## src/rtl/parity_rr_scheduler.sv

```systemverilog
// Round-robin arbiter feeding one shared serial even-parity engine; reports parity and winner index.
// Optional macro PARITY_ODD_CNT_EN adds o_odd_cnt, a saturating count of odd-parity results.
//
//   state | meaning
//   IDLE  | waiting for any request; arbitrates and captures the winner's word
//   SHIFT | streams the captured word LSB-first through the parity accumulator
//   DONE  | one-cycle result strobe; grant drops on exit
module parity_rr_scheduler #(
    parameter int  N    = 4,
    parameter int  W    = 8,
    localparam int ID_W = (N > 1) ? $clog2(N) : 1
) (
    input  logic              i_clk,
    input  logic              i_rst,
    input  logic [N-1:0]      i_req,
    input  logic [N*W-1:0]    i_data,
    output logic [N-1:0]      o_gnt,
    output logic              o_busy,
    output logic              o_done,
    output logic              o_even,
    output logic [ID_W-1:0]   o_id
`ifdef PARITY_ODD_CNT_EN
    ,
    output logic [7:0]        o_odd_cnt
`endif
);

    localparam int CNT_W = $clog2(W);
    localparam logic [CNT_W-1:0] CNT_LAST = CNT_W'(W - 1);

    typedef enum logic [1:0] {
        S_IDLE  = 2'd0,
        S_SHIFT = 2'd1,
        S_DONE  = 2'd2
    } state_t;

    state_t            state_q, state_d;
    logic [ID_W-1:0]   ptr_q, ptr_d;
    logic [ID_W-1:0]   win_q, win_d;
    logic [N-1:0]      gnt_q, gnt_d;
    logic [W-1:0]      shreg_q, shreg_d;
    logic              par_q, par_d;
    logic [CNT_W-1:0]  cnt_q, cnt_d;
    logic              even_q, even_d;
    logic [ID_W-1:0]   id_q, id_d;

    logic [N-1:0]      lo_mask;
    logic [N-1:0]      req_hi;
    logic [N-1:0]      req_pick;
    logic [ID_W-1:0]   arb_idx;
    logic [N-1:0]      arb_onehot;
    logic [W-1:0]      arb_word;
    logic              last_bit;
    logic              fin_par;

    // Requests at or above the pointer take priority; otherwise wrap to the lowest index.
    always_comb begin
        lo_mask    = (N'(1) << ptr_q) - N'(1);
        req_hi     = i_req & ~lo_mask;
        req_pick   = (|req_hi) ? req_hi : i_req;
        arb_idx    = '0;
        arb_onehot = '0;
        arb_word   = '0;
        for (int j = N - 1; j >= 0; j--) begin
            if (req_pick[j]) begin
                arb_idx = ID_W'(j);
            end
        end
        for (int j = 0; j < N; j++) begin
            if (arb_idx == ID_W'(j)) begin
                arb_onehot[j] = 1'b1;
                arb_word      = i_data[j*W +: W];
            end
        end
    end

    assign last_bit = (state_q == S_SHIFT) && (cnt_q == CNT_LAST);
    // Mealy view of the accumulator: includes the bit being shifted this cycle.
    assign fin_par  = par_q ^ shreg_q[0];

    always_comb begin
        state_d = state_q;
        ptr_d   = ptr_q;
        win_d   = win_q;
        gnt_d   = gnt_q;
        shreg_d = shreg_q;
        par_d   = par_q;
        cnt_d   = cnt_q;
        even_d  = even_q;
        id_d    = id_q;
        case (state_q)
            S_IDLE: begin
                if (|i_req) begin
                    gnt_d   = arb_onehot;
                    win_d   = arb_idx;
                    shreg_d = arb_word;
                    par_d   = 1'b0;
                    cnt_d   = '0;
                    state_d = S_SHIFT;
                end
            end
            S_SHIFT: begin
                par_d   = fin_par;
                shreg_d = shreg_q >> 1;
                cnt_d   = cnt_q + CNT_W'(1);
                if (last_bit) begin
                    even_d  = ~fin_par;
                    id_d    = win_q;
                    ptr_d   = (win_q == ID_W'(N - 1)) ? '0 : win_q + ID_W'(1);
                    state_d = S_DONE;
                end
            end
            S_DONE: begin
                gnt_d   = '0;
                state_d = S_IDLE;
            end
            default: begin
                gnt_d   = '0;
                state_d = S_IDLE;
            end
        endcase
    end

    always_ff @(posedge i_clk) begin
        if (i_rst) begin
            state_q <= S_IDLE;
            ptr_q   <= '0;
            win_q   <= '0;
            gnt_q   <= '0;
            shreg_q <= '0;
            par_q   <= 1'b0;
            cnt_q   <= '0;
            even_q  <= 1'b0;
            id_q    <= '0;
        end else begin
            state_q <= state_d;
            ptr_q   <= ptr_d;
            win_q   <= win_d;
            gnt_q   <= gnt_d;
            shreg_q <= shreg_d;
            par_q   <= par_d;
            cnt_q   <= cnt_d;
            even_q  <= even_d;
            id_q    <= id_d;
        end
    end

    assign o_gnt  = gnt_q;
    assign o_busy = (state_q != S_IDLE);
    assign o_done = (state_q == S_DONE);
    assign o_even = even_q;
    assign o_id   = id_q;

`ifdef PARITY_ODD_CNT_EN
    logic [7:0] odd_cnt_q, odd_cnt_d;

    always_comb begin
        odd_cnt_d = odd_cnt_q;
        if (last_bit && fin_par && (odd_cnt_q != 8'hFF)) begin
            odd_cnt_d = odd_cnt_q + 8'd1;
        end
    end

    always_ff @(posedge i_clk) begin
        if (i_rst) begin
            odd_cnt_q <= 8'd0;
        end else begin
            odd_cnt_q <= odd_cnt_d;
        end
    end

    assign o_odd_cnt = odd_cnt_q;
`endif

endmodule

```

## config.mk

```make
export PLATFORM = sky130hd
export DESIGN_NAME = parity_rr_scheduler
export DESIGN_NICKNAME = d
export VERILOG_FILES = /design/src/rtl/parity_rr_scheduler.sv
export SDC_FILE = /design/constraint.sdc
export NUM_CORES = 1
export LEC_CHECK = 0
export CAP_MARGIN = 30
export CORE_MARGIN = 1.5
export CORE_UTILIZATION = 40
export DETAILED_ROUTE_END_ITERATION = 7
export PLACE_DENSITY = 0.78
export SETUP_SLACK_MARGIN = 0.2
export SLEW_MARGIN = 20
export SYNTH_ARGS = -nofsm -noshare
export SYNTH_HDL_FRONTEND = slang
export SYNTH_SLANG_ARGS = --single-unit
```

## constraint.sdc

```tcl
create_clock -name i_clk -period 2.04 [get_ports i_clk]
set_clock_uncertainty 0.15 [all_clocks]
set_input_delay 0.612 -clock i_clk [delete_from_list [all_inputs] [get_ports i_clk]]
set_output_delay 0.612 -clock i_clk [all_outputs]
set_load 0.05 [all_outputs]
```

==> impl_metrics.tcl, run 1 <==
set metrics [dict create \
    cp_max_fo 3 \
    initial_utilization_pct 42.1 \
    cts_made_buffers 3 \
    worstSkewPairLatency_ns 0.31 \
    drtAntennaViolNets 0 \
    place_area_um2 2060 \
    avgRoutedWirePerCell_um 13.4 \
    path_buf_inv 1 \
    drtPass1Iterations 4 \
    synth_common_cells "dfxtp_1, nand2_1, a21oi_1" \
    die_y_um 62.5 \
    yosysSeqAreaShare_pct 35.4 \
    rows 21 \
    setup_viol 0 \
    synthFlopType "dfxtp_1" \
    cts.clk_slew.worst_paths_ns 0.15 \
    dp.cells 281 \
    gp_congestion 0.826 \
    synth_edf_count 0 \
    hold_violations 0 \
    layout_setup_ws_ns 0.186 \
    place_worst_setup_slack_ns -0.578 \
    clock_path_buffers 2 \
    cp_slowest_stage_delay_ns 0.35 \
    final_nets 287 \
    drc 0 \
    antenna_cells 0 \
    cpLargestDelayFamily "flip-flops" \
    io_buffers 46 \
    io_pins 47 \
    period_needed_ns 1.85 \
    grt_overflow 0 \
    drt_iter0_drc 86 \
    worst_path_max_delay_cell "dfxtp_2" \
    cts_tree "yes" \
    final-max-slew-violation-count 0 \
    dieArea_um2 3900 \
    synth_area_leader_cell "dfxtp_1" \
    synth-async-reset-ratio_pct 0 \
    nFillCells 311 \
    slew_headroom_pct 65.8 \
    synth_cell_types 40 \
    drv_cap 0 \
    htree_levels 1 \
    outcome "complete, no violations" \
    ys_ff_latch 25 \
    endpoint_kind "output port" \
    drt_wl_total_um 3900 \
    worst_ir_drop_vdd_uv 383 \
    grt_antenna_before_repair 0 \
    synth_area_um2 1420 \
    core-area_um2 3360 \
    root_buffer "clkbuf_4" \
    tightest_slew_ns 0.513 \
    clock_sinks 25 \
    grt_pass1_vias 1519 \
    rsz0062_at_grt "true" \
    synth.net_count 217 \
    period_share_pct 90.9 \
    syn_inst 176 \
    power.density_nw_per_um2 508 \
    drive_above_1_share_pct 29.0 \
    crit_path_start_kind "register" \
    die_x_um 62.5 \
    critPathRequiredTime_ns 1.28 \
    ys_top_cells_by_area "dfxtp_1, a21oi_1, nand2_1" \
    grt_start_max_net_pins 16 \
    finalSetupTns_ns 0 \
    p_leak_nw 0.864 \
    final_cells 291 \
    final_area_um2 2240 \
    vias 1560 \
    grt_usage_pct 20.3 \
    yosysWarnings 0 \
    fmaxAchievable_mhz 539 \
    area_delta_synth_final_pct 58.0 \
    grt_pass1_wl_um 6580 \
    post-route-util_pct 66.5 \
    hold_class "register to register" \
    crit_chain "or2_4 -> buf_12" \
    hold_slack_ns 0.319 \
    postSynthAreaPerCell_um2 8.04 \
    total_power_mw 1.14 \
    netlist.area_leader.share_pct 35.4 \
    dp_hpwl_um 2840 \
    critical_path_class "register to output port" \
    arrival_ns 1.09 \
    reg2reg_setup_slack_ns 0.24 \
    yosysMostFrequentCell "dfxtp_1" \
    vias_per_cell 5.36 \
]
report_power, final:
part | switching, mW | total [mW] | internal, mW
Sequential | 0.0205 | 0.539 | 0.519
Clock | 0.154 | 0.229 | 0.0747
Combinational | 0.172 | 0.368 | 0.197
repair_timing:
| action | 4_1_cts | 5_1_grt |
|---|---|---|
| hold buffers | 0 | 0 |
| pin swaps | 2 | 10 |
| cloned | 0 | 1 |
| buffers inserted | 2 | 3 |
| gates resized for setup | 28 | 16 |
| setup endpoints to repair | 21 | 13 |
cells by family (layout without fill, tap and decap cells):
| kind of cell | after synthesis | count (layout) | share of synthesized area (%) |
|---|---|---|---|
| adders and majority gates | 3 | 3 | 2.65 |
| AOI/OAI and AO/OA | 62 | 62 | 29.6 |
| xor gates and xnor gates | 1 | 1 | 0.619 |
| and+or+nand+nor | 67 | 68 | 24.1 |
| DFF | 25 | 25 | 35.4 |
| muxes | 4 | 4 | 2.83 |
| buffers and inverters | 14 | 82 | 4.77 |
path summary, 6_finish.rpt:
kind,startpoint,to,depth (start not counted)
setup / recovery,state_q[1],o_busy,2
hold / removal,o_id[0],o_id[0],2
setup reg to reg,state_q[1],shreg_q[1],6
hold reg to reg,o_id[0],o_id[0],2
worst register-to-register path, delay by kind of cell (launching register included):
kind                   cells  cell delay, ns
AO/OA/AOI/OAI              2            0.32
flip-flops                 1            0.35
AND/OR/NAND/NOR            3            0.76
buffers and inverters      1            0.14
sequential cells by signal (all words and copies together) (netlist names):
| signal | flops |
|---|---|
| cnt_q | 3 |
| o_even | 1 |
| par_q | 1 |
| shreg_q | 8 |
| state_q | 2 |
| ptr_q | 2 |
| o_gnt | 4 |
| o_id | 2 |
| win_q | 2 |
cell type report:
type                    count  area [um2]  share of cell area (%)
clock buffers               3        22.5                    1.01
clock inverters             1        7.51                   0.336
inverters                   4        15.0                   0.672
multi-input cells         138         960                    42.9
flip-flops and latches     25         507                    22.7
well taps                  46        57.6                    2.57
repair buffers             74         667                    29.8
layout by cell type, fill, tap and decap left out, types with 3 or more instances in the layout:
| cell | count |
|---|---|
| o21ai_0 | 5 |
| nand2_1 | 22 |
| clkdlybuf4s50_1 | 33 |
| clkbuf_4 | 3 |
| dfxtp_1 | 22 |
| a21boi_0 | 5 |
| a211oi_1 | 4 |
| nand2b_1 | 3 |
| ha_1 | 3 |
| a31oi_1 | 3 |
| nor2_4 | 3 |
| o22ai_1 | 4 |
| nand3_1 | 9 |
| buf_4 | 34 |
| nor2_1 | 15 |
| o221ai_1 | 8 |
| inv_1 | 4 |
| mux2i_1 | 3 |
| a21oi_1 | 16 |
| a2bb2oi_1 | 4 |
layer usage:
metal | vias up | GRT usage [%] | share of wire [%]
met5 | - | 0 | 0
met4 | 0 | 4.44 | 0.69
met3 | 2 | 2.16 | 3.5
met2 | 48 | 36.3 | 50
met1 | 726 | 26.2 | 46
li1 | 784 | - | -
No activity file was read; power rests on OpenSTA's default activity.
==> run 2, diff against run 1 <==
--- a/config.mk
+++ b/config.mk
@@ -6,6 +6,7 @@
 export NUM_CORES = 1
 export LEC_CHECK = 0
 export CAP_MARGIN = 30
+export CORE_ASPECT_RATIO = 1.75
 export CORE_MARGIN = 1.5
 export CORE_UTILIZATION = 40
 export DETAILED_ROUTE_END_ITERATION = 7
==> run 2 against run 1 <==
Die area up 0.36%. Critical path depth rose by 5. First-iteration DRC count fell by 53%. Utilization fell by 1.5 points. Non-clock buffer count shrank 5. Sequential power about the same. Worst hold slack worse by 0.0075 ns. Wire length grew 6.2%. Power rose by 6.3%. Clock-buffer cell count stayed put. Clock power is 34% higher. Via count up 0.90%. Largest power group unchanged.
==> impl_metrics.tcl, run 2 (synthesis gave the netlist of run 1 again) <==
set metrics [dict create \
    drc 0 \
    initial_utilization_pct 41.6 \
    drv_cap 0 \
    arrival_ns 1.84 \
    min_to "o_gnt[0]" \
    final_cells 284 \
    rows 28 \
    seqCellArea_um2 507 \
    drt_iter0_drc 40 \
    worst_ir_drop_vdd_uv 435 \
    tightest_slew_ns 0.464 \
    vias_per_cell 5.54 \
    rsz0062_at_grt "true" \
    nFillCells 305 \
    hold_class "register to register" \
    critical_path_class "input port to register" \
    worst_path_max_delay_cell "or2_2" \
    avgRoutedWirePerCell_um 14.6 \
    mostFrequentLayoutCells "clkdlybuf4s50_1, buf_4, nand2_1, dfxtp_1, a21oi_1" \
    dp_hpwl_um 3080 \
    p_leak_nw 0.838 \
    cp_slowest_stage_delay_ns 0.30 \
    hold_path.startpoint "o_gnt[0]" \
    cts_made_buffers 3 \
    hold_violations 0 \
    mostFrequentLayoutCell "clkdlybuf4s50_1" \
    io_pins 47 \
    root_buffer "clkbuf_8" \
    largest_reg_flops 8 \
    grt_antenna_before_repair 0 \
    cts_tree "yes" \
    multi_input_area_um2 962 \
    core-area_um2 3400 \
    fmaxAchievable_mhz 547 \
    endpoint_kind "register" \
    final_nets 281 \
    grt_overflow 0 \
    hold_path_depth 2 \
    reg2reg_setup_slack_ns 0.29 \
    period_share_pct 89.7 \
    cpLargestDelayFamily "compound AO/OA/AOI/OAI gates" \
    drive_above_1_share_pct 28.0 \
    die_x_um 48.0 \
    setup_viol 0 \
    slew_headroom_pct 69.1 \
    outcome "complete, no violations" \
    grt_start_max_net_pins 26 \
    htree_levels 1 \
    area_delta_synth_final_pct 56.0 \
    r2r-start "ptr_q[1]" \
    cts-hold-fix-buffers 0 \
    place_area_um2 2050 \
    final-max-slew-violation-count 0 \
    top_register "shreg_q" \
    worstSkewPairLatency_ns 0.28 \
    grt_pass1_wl_um 6310 \
    layout_setup_ws_ns 0.211 \
    clock_sinks 25 \
    period_needed_ns 1.83 \
    grt_pass1_vias 1466 \
    power.density_nw_per_um2 547 \
    antenna_cells 0 \
    drtAntennaViolNets 0 \
    drt_wl_total_um 4140 \
    clock_path_buffers 2 \
    io_buffers 46 \
    crit_path_start_kind "input port" \
    path_buf_inv 2 \
    cts.clk_slew.worst_paths_ns 0.09 \
    drtPass1Iterations 5 \
    reg2reg_depth 6 \
    vias 1574 \
    r2r_end "shreg_q[5]" \
    dieArea_um2 3920 \
    final_area_um2 2210 \
    die_y_um 81.7 \
    grt_usage_pct 22.4 \
    cp_max_fo 7 \
    crit_chain "buf_2 -> buf_4 -> or2_2 -> a21oi_2 -> o21ai_2 -> o221ai_1 -> o22ai_1" \
    place_worst_setup_slack_ns -0.591 \
    critPathRequiredTime_ns 2.05 \
    dp.cells 279 \
    gp_congestion 0.822 \
]
==> run 2: cell count changes in the layout (fill, tap and decap cells not counted), sizes merged <==
cell / change
buf: -6
clkbuf: +2
dlygate4sd2: -1
nor2: -1
==> run 2: worst register-to-register path: stages (launching register included) <==
cell and delay (ns):
dfxtp_4 0.44, mux2i_4 0.29, o22ai_4 0.11, buf_4 0.15
nor3_4 0.25, a31oi_1 0.12, o221ai_1 0.17
==> run 2: repair_timing <==
| action | in CTS | in global routing |
|---|---|---|
| gates resized for setup | 30 | 15 |
| pin swaps | 6 | 6 |
| setup buffers | 1 | 0 |
| endpoints found under the setup margin | 19 | 13 |
==> run 2: worst max path at each step <==
stage / startpoint / to / slack [ns] / cells past startpoint
global placement: i_req[0] / shreg_q[4] / -0.58 / 6
floorplan: i_req[2] / shreg_q[0] / 0.16 / 6
global route: i_req[0] / shreg_q[2] / 0.14 / 7
detailed placement: i_req[0] / shreg_q[4] / -0.59 / 6
CTS: i_req[2] / shreg_q[0] / 0.20 / 6
finish: i_req[0] / shreg_q[2] / 0.21 / 7
==> run 2: layout make-up <==
class                           instances  area share (%)
Inverter                                4           0.680
Sequential cell                        25            23.0
Tap cell                               45            2.55
Timing Repair Buffer                   69            28.0
Clock buffer                            3            1.87
Clock inverter                          1           0.340
Multi-Input combinational cell        137            43.6
==> run 2: stage by stage <==
| step | hold slack, ns | util [%] | total power, mW | setup TNS, ns |
|---|---|---|---|---|
| 2_1_floorplan | 0.302 | - | 0.724 | 0 |
| 4_1_cts | 0.318 | 63.8 | 1.20 | 0 |
| 3_3_place_gp | 0.297 | 60.3 | 0.875 | -8.75 |
| 3_5_place_dp | 0.301 | 60.3 | 0.881 | -8.87 |
| 5_1_grt | 0.337 | 64.9 | 1.26 | 0 |
| 6_report | 0.311 | 64.9 | 1.21 | 0 |
==> run 2: power by group <==
part	switching [mW]	total (mW)	leakage [nW]	internal [mW]
Sequential	0.0225	0.541	0.206	0.518
Combinational	0.171	0.359	0.611	0.188
Clock	0.169	0.308	0.0217	0.139
Total	0.362	1.21	0.838	0.845
==> run 2: per-layer routing <==
layer  up-vias  global-route usage, %  routed length [um]
met5         -                      0                   0
met4         0                   8.65                  90
met3        10                   1.98                 116
met2        42                   42.4                2350
met1       751                   23.4                1580
li1        771                      -                   -
